File: config.mk
export PLATFORM = sky130hd
export DESIGN_NAME = mcp_main_ctrl_flat
export DESIGN_NICKNAME = d
export VERILOG_FILES = /design/src/rtl/mcp_main_ctrl_if.sv /design/src/rtl/mcp_main_ctrl.sv /design/src/flat_wrapper.sv
export SDC_FILE = /design/constraint.sdc
export NUM_CORES = 1
export LEC_CHECK = 0
export ABC_AREA = 1
export BUFFER_PORTS_ARGS = -buffer_cell sky130_fd_sc_hd__buf_2
export CORE_MARGIN = 3
export CORE_UTILIZATION = 50
export DETAILED_ROUTE_END_ITERATION = 7
export HOLD_SLACK_MARGIN = 0.08
export PLACE_DENSITY = 0.92
export SLEW_MARGIN = 20
export SYNTH_ARGS = -nofsm -noshare
export SYNTH_HDL_FRONTEND = slang
export SYNTH_SLANG_ARGS = --single-unit
export TNS_END_PERCENT = 30
File: constraint.sdc
create_clock -name clk_i -period 1.7 [get_ports clk_i]
set_input_delay 0.085 -clock clk_i [delete_from_list [all_inputs] [get_ports clk_i]]
set_output_delay 0.085 -clock clk_i [all_outputs]
set_load 0.01 [all_outputs]
File: src/rtl/mcp_main_ctrl_if.sv
// Control/status bundle between the multicycle main controller and the datapath.
// The master side is the controller; the slave side is the datapath (or a bench).
interface mcp_main_ctrl_if #(
  parameter int CNT_W = 32
);
  logic [31:0]      instr_i32;
  logic             zero_i;
  logic             pc_we_o;
  logic [1:0]       pc_branch_o2;
  logic             instr_or_data_o;
  logic             instr_we_o;
  logic             reg_dst_rtrd_o;
  logic             mem_to_reg_o;
  logic             enable_wrf_o;
  logic             a_alu_input_o;
  logic [1:0]       b_alu_input_o2;
  logic [1:0]       alu_alt_ctrl_o2;
  logic             mem_we_o;
  logic [CNT_W-1:0] instr_count_o;
  logic             illegal_o;

  modport master (
    input  instr_i32, zero_i,
    output pc_we_o, pc_branch_o2, instr_or_data_o, instr_we_o, reg_dst_rtrd_o,
           mem_to_reg_o, enable_wrf_o, a_alu_input_o, b_alu_input_o2,
           alu_alt_ctrl_o2, mem_we_o, instr_count_o, illegal_o
  );

  modport slave (
    output instr_i32, zero_i,
    input  pc_we_o, pc_branch_o2, instr_or_data_o, instr_we_o, reg_dst_rtrd_o,
           mem_to_reg_o, enable_wrf_o, a_alu_input_o, b_alu_input_o2,
           alu_alt_ctrl_o2, mem_we_o, instr_count_o, illegal_o
  );
endinterface

File: src/rtl/mcp_main_ctrl.sv
// Multicycle Moore main controller: decodes the IR opcode and sequences the datapath,
// counting retired instructions and flagging unsupported opcodes.
module mcp_main_ctrl #(
  parameter int CNT_W = 32
) (
  input  logic              clk_i,
  input  logic              reset_i,
  mcp_main_ctrl_if.master   bus
);

  localparam logic [5:0] OP_RTYPE = 6'h00;
  localparam logic [5:0] OP_LW    = 6'h23;
  localparam logic [5:0] OP_SW    = 6'h2B;
  localparam logic [5:0] OP_BEQ   = 6'h04;
  localparam logic [5:0] OP_ADDI  = 6'h08;
  localparam logic [5:0] OP_J     = 6'h02;

  typedef enum logic [3:0] {
    FETCH   = 4'd0,
    DECODE  = 4'd1,
    MEMADR  = 4'd2,
    MEMRD   = 4'd3,
    MEMWB   = 4'd4,
    MEMWR   = 4'd5,
    EXECUTE = 4'd6,
    ALUWB   = 4'd7,
    BRANCH  = 4'd8,
    ADDIEX  = 4'd9,
    ADDIWB  = 4'd10,
    JUMP    = 4'd11
  } state_t;

  state_t           state, next;
  logic [5:0]       opcode;
  logic             pc_write, branch, retire, bad_op;
  logic [1:0]       pc_branch, b_sel, alu_op;
  logic             instr_or_data, instr_we, reg_dst, mem_to_reg, enable_wrf, a_sel, mem_we;
  logic [CNT_W-1:0] instr_count;
  logic             illegal;

  assign opcode = bus.instr_i32[31:26];

  always_ff @(posedge clk_i or posedge reset_i) begin
    if (reset_i) begin
      state       <= FETCH;
      instr_count <= '0;
      illegal     <= 1'b0;
    end else begin
      state <= next;
      if (retire) instr_count <= instr_count + {{(CNT_W-1){1'b0}}, 1'b1};
      if (bad_op) illegal <= 1'b1;
    end
  end

  always_comb begin
    next          = FETCH;
    pc_write      = 1'b0;
    branch        = 1'b0;
    retire        = 1'b0;
    bad_op        = 1'b0;
    pc_branch     = 2'b00;
    b_sel         = 2'b00;
    alu_op        = 2'b00;
    instr_or_data = 1'b0;
    instr_we      = 1'b0;
    reg_dst       = 1'b0;
    mem_to_reg    = 1'b0;
    enable_wrf    = 1'b0;
    a_sel         = 1'b0;
    mem_we        = 1'b0;
    case (state)
      FETCH: begin
        instr_we = 1'b1;
        b_sel    = 2'b01;
        pc_write = 1'b1;
        next     = DECODE;
      end
      DECODE: begin
        // precompute the branch target into ALUOut while the opcode is decoded
        b_sel = 2'b11;
        case (opcode)
          OP_LW, OP_SW: next = MEMADR;
          OP_RTYPE:     next = EXECUTE;
          OP_BEQ:       next = BRANCH;
          OP_ADDI:      next = ADDIEX;
          OP_J:         next = JUMP;
          default: begin
            next   = FETCH;
            bad_op = 1'b1;
          end
        endcase
      end
      MEMADR: begin
        a_sel = 1'b1;
        b_sel = 2'b10;
        if (opcode == OP_LW)      next = MEMRD;
        else if (opcode == OP_SW) next = MEMWR;
        else                      next = FETCH;
      end
      MEMRD: begin
        instr_or_data = 1'b1;
        next          = MEMWB;
      end
      MEMWB: begin
        mem_to_reg = 1'b1;
        enable_wrf = 1'b1;
        retire     = 1'b1;
      end
      MEMWR: begin
        instr_or_data = 1'b1;
        mem_we        = 1'b1;
        retire        = 1'b1;
      end
      EXECUTE: begin
        a_sel  = 1'b1;
        alu_op = 2'b10;
        next   = ALUWB;
      end
      ALUWB: begin
        reg_dst    = 1'b1;
        enable_wrf = 1'b1;
        retire     = 1'b1;
      end
      BRANCH: begin
        a_sel     = 1'b1;
        alu_op    = 2'b01;
        pc_branch = 2'b01;
        branch    = 1'b1;
        retire    = 1'b1;
      end
      ADDIEX: begin
        a_sel  = 1'b1;
        b_sel  = 2'b10;
        next   = ADDIWB;
      end
      ADDIWB: begin
        enable_wrf = 1'b1;
        retire     = 1'b1;
      end
      JUMP: begin
        pc_branch = 2'b10;
        pc_write  = 1'b1;
        retire    = 1'b1;
      end
      default: next = FETCH;
    endcase
  end

  assign bus.pc_we_o         = pc_write | (branch & bus.zero_i);
  assign bus.pc_branch_o2    = pc_branch;
  assign bus.instr_or_data_o = instr_or_data;
  assign bus.instr_we_o      = instr_we;
  assign bus.reg_dst_rtrd_o  = reg_dst;
  assign bus.mem_to_reg_o    = mem_to_reg;
  assign bus.enable_wrf_o    = enable_wrf;
  assign bus.a_alu_input_o   = a_sel;
  assign bus.b_alu_input_o2  = b_sel;
  assign bus.alu_alt_ctrl_o2 = alu_op;
  assign bus.mem_we_o        = mem_we;
  assign bus.instr_count_o   = instr_count;
  assign bus.illegal_o       = illegal;

endmodule

File: src/flat_wrapper.sv
// flat-port wrapper written by rule: the top's interface ports become plain ports
module mcp_main_ctrl_flat 
#(
  parameter int CNT_W = 32
)
  (clk_i, reset_i, bus_instr_i32, bus_zero_i, bus_pc_we_o, bus_pc_branch_o2, bus_instr_or_data_o, bus_instr_we_o, bus_reg_dst_rtrd_o, bus_mem_to_reg_o, bus_enable_wrf_o, bus_a_alu_input_o, bus_b_alu_input_o2, bus_alu_alt_ctrl_o2, bus_mem_we_o, bus_instr_count_o, bus_illegal_o);
  mcp_main_ctrl_if #(.CNT_W(CNT_W)) bus_i ();
  input  logic clk_i;
  input  logic reset_i;
  input wire logic [$bits(bus_i.instr_i32)-1:0] bus_instr_i32;
  input wire logic [$bits(bus_i.zero_i)-1:0] bus_zero_i;
  output wire logic [$bits(bus_i.pc_we_o)-1:0] bus_pc_we_o;
  output wire logic [$bits(bus_i.pc_branch_o2)-1:0] bus_pc_branch_o2;
  output wire logic [$bits(bus_i.instr_or_data_o)-1:0] bus_instr_or_data_o;
  output wire logic [$bits(bus_i.instr_we_o)-1:0] bus_instr_we_o;
  output wire logic [$bits(bus_i.reg_dst_rtrd_o)-1:0] bus_reg_dst_rtrd_o;
  output wire logic [$bits(bus_i.mem_to_reg_o)-1:0] bus_mem_to_reg_o;
  output wire logic [$bits(bus_i.enable_wrf_o)-1:0] bus_enable_wrf_o;
  output wire logic [$bits(bus_i.a_alu_input_o)-1:0] bus_a_alu_input_o;
  output wire logic [$bits(bus_i.b_alu_input_o2)-1:0] bus_b_alu_input_o2;
  output wire logic [$bits(bus_i.alu_alt_ctrl_o2)-1:0] bus_alu_alt_ctrl_o2;
  output wire logic [$bits(bus_i.mem_we_o)-1:0] bus_mem_we_o;
  output wire logic [$bits(bus_i.instr_count_o)-1:0] bus_instr_count_o;
  output wire logic [$bits(bus_i.illegal_o)-1:0] bus_illegal_o;
  assign bus_i.instr_i32 = bus_instr_i32;
  assign bus_i.zero_i = bus_zero_i;
  assign bus_pc_we_o = bus_i.pc_we_o;
  assign bus_pc_branch_o2 = bus_i.pc_branch_o2;
  assign bus_instr_or_data_o = bus_i.instr_or_data_o;
  assign bus_instr_we_o = bus_i.instr_we_o;
  assign bus_reg_dst_rtrd_o = bus_i.reg_dst_rtrd_o;
  assign bus_mem_to_reg_o = bus_i.mem_to_reg_o;
  assign bus_enable_wrf_o = bus_i.enable_wrf_o;
  assign bus_a_alu_input_o = bus_i.a_alu_input_o;
  assign bus_b_alu_input_o2 = bus_i.b_alu_input_o2;
  assign bus_alu_alt_ctrl_o2 = bus_i.alu_alt_ctrl_o2;
  assign bus_mem_we_o = bus_i.mem_we_o;
  assign bus_instr_count_o = bus_i.instr_count_o;
  assign bus_illegal_o = bus_i.illegal_o;
  mcp_main_ctrl #(.CNT_W(CNT_W)) u_core (.clk_i(clk_i), .reset_i(reset_i), .bus(bus_i));
endmodule
==> summary.md <==
| Metric | Value |
|---|---|
| Run status | finished, final reports clean |
| Post-Route Setup TNS | 0 ns |
| Number of buffers added by the clock tree synthesis step | 5 |
| Relative contribution of sequential cells to total power | a little under half |
| Antenna diode count | 0 |
| Post-Synthesis Cells | 300 |
| Cell variety after synth | 30 |
| Path category of the worst min-delay check | in -> reg |
| DR vias | 2173 |
| Share of post-route cells with drive strength above 1 | between 20 and 30% |
| Post-route antenna net violation count | 0 |
| Clk slew on worst S/H paths | ~0.070 ns |
| DRC violations left | 0 |
| Placement row count | 23 |
| Core Footprint | approximately 4200 µm² |
| Global-route wire length before repair | 8600 µm |
| Critical path, cell by cell | ha_2 > nand3_1 > nor2_4 > nand2_8 > nor2_8 > buf_6 > nand2_1 > nand2_1 > nand2_1 |
| Reg-to-reg slack, setup | 0.13 ns |
| Pin count of the biggest net entering global routing | 38 |
| DIE WIDTH | 73.2 µm |
| Cell family contributing the most delay on the critical path | simple AND/OR/NAND/NOR gates |
| Number of stages on the worst setup path | 9 |
| Clock skew | ~0.0075 ns |
| Cell depth of the worst flop-to-flop path | 9 |
| Leading cell type in the layout, fill and taps excluded | sky130_fd_sc_hd__nand2_1 |
| Leak | 0.00147 µW |
| Highest-count cells in the layout ignoring fill and taps | sky130_fd_sc_hd__nand2_1 (94), sky130_fd_sc_hd__buf_2 (55), sky130_fd_sc_hd__dfrtp_1 (36), sky130_fd_sc_hd__nor2_1 (33), sky130_fd_sc_hd__inv_1 (30) |
| Crit Path Max Fanout | 7 |
| H-Tree Level Count | 2 |
| Sequential element share of the synthesized area | 41.0% |
| Final Setup Violations | 0 |
| Shortest clock period the worst path allows after layout | roughly 1.6 ns |
| Switching power share of the total | 32.7% |
| Final net count | 403 |
| Synthesized netlist net count | 336 |
| Worst-case headroom to the max-slew limit | about 66% |
| Switching power | 718 µW |
| Category of the most critical setup path | reg -> reg |
| Maximum ir drop on the vdd rail | 696 µV |
| Part of the cycle the worst path needs | 92.1% |
| CTS tree | done |
| Measured slew at the worst slew-check pin | 0.508 ns |
| Number of top-level pins | ~80 |
| Power density relative to cell area | 802 nW/µm² |
| Critical path's largest stage delay | 0.39 ns |
| Post-synthesis cell area | 2260 µm² |
| RSZ-0062 raised after global routing | true |
| Count of yosys warnings during synthesis | 0 |
| Capturing instance or port of the critical path | u_core.bus.instr_count_o[20] |
| Synthesized area per cell | 7.54 µm² |
| Initial antenna violation count | 0 |
| Area growth syn-to-layout | 21.1% |
| Routability congestion estimate | 0.833 |
| Maximum buffer depth of the clock tree | 2 |
| Total Routing Usage GR | 20.3% |
| Share of total power in combinational logic | 25.2% |
| CP required | between 1.5 and 2 ns |
| Die footprint | between 5000 and 6000 µm² |
| Critical path origin | u_core.bus.instr_count_o[1] |
| Clock share of power | ~28% |
| Maximum clock frequency | approximately 640 MHz |
| Critical R2R Launch | u_core.bus.instr_count_o[1] |
| Area post-placement | 2570 µm² |
| Number of global-route vias before repair | between 2000 and 2500 |
| Port-buffer cells | between 50 and 60 |
| Startpoint type of the worst setup path | flip-flop |
| Worst R2R End | u_core.bus.instr_count_o[20] |
| Number of fill cells in the layout | between 300 and 400 |
| Final hold violations | 0 |
| Average wire per standard cell | 12.6 µm |
| 1st-pass router iterations | 5 |
| Buffers & Inverters on Critical Path | 1 |
| Starting DRC count in detailed routing | 162 |
| Internal Pwr Total | about 1500 µW |
| Total count of max-transition violations in the final report | 0 |
| Final standard cell area without fillers | 2740 µm² |
| Leftover overflow at the end of global routing | 0 |
| Slowest stage cell, crit path | sky130_fd_sc_hd__dfrtp_1 |
| Effective utilization at floorplan | 54.2% |
| Kind of end point of the critical path | flip-flop |
| Total clock sinks | 37 |
| Final HPWL DP | 3820 µm |
| Via-per-instance ratio | 5.21 |
| Die height | roughly 73 µm |
| Count of state elements after synthesis | 37 |
| Root Buffer | sky130_fd_sc_hd__clkbuf_8 |
| Clock latency on the worst-skew pair | 0.29 ns |
| Most common cell on crit path | sky130_fd_sc_hd__nand2_1 |
| Arr. time, crit path | between 1.5 and 2 ns |
| Sum of routed wire length over all layers | around 5300 µm |
| Total of max-cap violations | 0 |
[cell usage after synthesis]
| library cell | n | share of area, % |
|---|---|---|
| sky130_fd_sc_hd__a21oi_1 | 5 | 1.1 |
| sky130_fd_sc_hd__buf_12 | 1 | 0.89 |
| sky130_fd_sc_hd__buf_4 | 1 | 0.33 |
| sky130_fd_sc_hd__buf_6 | 1 | 0.50 |
| sky130_fd_sc_hd__dfrtp_1 | 37 | 41 |
| sky130_fd_sc_hd__ha_1 | 1 | 0.55 |
| sky130_fd_sc_hd__inv_1 | 31 | 5.1 |
| sky130_fd_sc_hd__inv_2 | 8 | 1.3 |
| sky130_fd_sc_hd__nand2_1 | 94 | 16 |
| sky130_fd_sc_hd__nand2_2 | 3 | 0.83 |
| sky130_fd_sc_hd__nand2_4 | 2 | 1.0 |
| sky130_fd_sc_hd__nand2_8 | 2 | 1.8 |
| sky130_fd_sc_hd__nand3_1 | 19 | 4.2 |
| sky130_fd_sc_hd__nand3b_1 | 8 | 2.7 |
| sky130_fd_sc_hd__nand4_1 | 13 | 3.6 |
| sky130_fd_sc_hd__nor2_1 | 35 | 5.8 |
| sky130_fd_sc_hd__nor2_2 | 4 | 1.1 |
| sky130_fd_sc_hd__nor2_4 | 3 | 1.5 |
| sky130_fd_sc_hd__nor2_8 | 1 | 0.89 |
| sky130_fd_sc_hd__nor2b_1 | 1 | 0.28 |
| sky130_fd_sc_hd__nor3_1 | 7 | 1.5 |
| sky130_fd_sc_hd__nor3_2 | 2 | 0.89 |
| sky130_fd_sc_hd__o2111ai_1 | 1 | 0.39 |
| sky130_fd_sc_hd__o21ai_0 | 4 | 0.89 |
| sky130_fd_sc_hd__o21bai_1 | 1 | 0.33 |
| sky130_fd_sc_hd__o22ai_1 | 1 | 0.28 |
| sky130_fd_sc_hd__or2_2 | 1 | 0.28 |
| sky130_fd_sc_hd__xnor2_1 | 7 | 2.7 |
| sky130_fd_sc_hd__xor2_1 | 5 | 1.9 |
| sky130_fd_sc_hd__xor2_2 | 1 | 0.72 |
[state kept, by name, summed over array words and instances, names as in the netlist]
register / cells
u_core.bus.illegal_o: 1
u_core.bus.instr_count_o: 32
u_core.state: 4
[power by group through the flow]
stage | Combinational [µW] | Clock [µW] | Sequential (µW)
after floorplan | 322 | 0 | 1040
after global placement | 496 | 0 | 1030
after detailed placement | 510 | 0 | 1030
after CTS | 514 | 633 | 1020
after global routing | 621 | 664 | 1030
final | 553 | 627 | 1020
[how the worst min path moves through the flow]
stage,cells after the start,end,startpoint
2_1_floorplan,2,u_core.state[2],bus_instr_i32[29]
3_3_place_gp,3,u_core.bus.illegal_o,reset_i
3_5_place_dp,3,u_core.bus.illegal_o,reset_i
4_1_cts,5,u_core.state[0],bus_instr_i32[31]
5_1_grt,4,u_core.state[2],bus_instr_i32[28]
6_report,5,u_core.state[0],bus_instr_i32[31]
[final cells by class]
cell class	instances	area (µm²)	share of cell area, %
sequential	37	927	33.9
timing repair buffer	62	337	12.3
multi-input combinational	222	1180	43.1
inverter	39	146	5.34
clock buffer	7	86.3	3.15
tap	50	62.6	2.28
[worst reg2reg max path, cell delays in order (launching register included)]
cell and delay (ns):
sky130_fd_sc_hd__dfrtp_1 0.39, sky130_fd_sc_hd__ha_2 0.20, sky130_fd_sc_hd__nand3_1 0.12, sky130_fd_sc_hd__nor2_4 0.16, sky130_fd_sc_hd__nand2_8 0.10, sky130_fd_sc_hd__nor2_8 0.17
sky130_fd_sc_hd__buf_6 0.16, sky130_fd_sc_hd__nand2_1 0.05, sky130_fd_sc_hd__nand2_1 0.06, sky130_fd_sc_hd__nand2_1 0.04
[metrics by stage]
step	total power (µW)	hold slack [ns]	worst slack (ns)	std cells	util [%]
6_report	2200	0.203	0.134	417	65.6
5_1_grt	2310	0.249	-0.0358	417	65.6
4_1_cts	2160	0.198	0.0652	412	64.1
3_5_place_dp	1540	0.220	0.122	403	61.5
3_3_place_gp	1530	0.221	0.184	403	61.5
2_1_floorplan	1360	0.214	0.211	300	-
[per-layer routing]
layer / GRT usage (%) / wire length, µm
met1: 25.0 / 2200
met2: 34.5 / 2660
met3: 4.55 / 325
met4: 7.38 / 78
met5: 0 / 0
[cells by family after synthesis]
logic type | Yosys count | synth area share, %
AO/OA/AOI/OAI | 12 | 2.99
XOR/XNOR | 13 | 5.37
buffers and inverters | 42 | 8.19
adder cells (fa/ha/maj) | 1 | 0.553
flip-flops | 37 | 41.0
AND/OR/NAND/NOR | 195 | 41.9
[timing repair]
item	CTS	global route
hold buffers	2	0
hold endpoints to repair	38	0
endpoints found under the setup margin	0	7
buffers inserted	0	4
resized for setup	0	9
(Power assumes the default switching activity.)
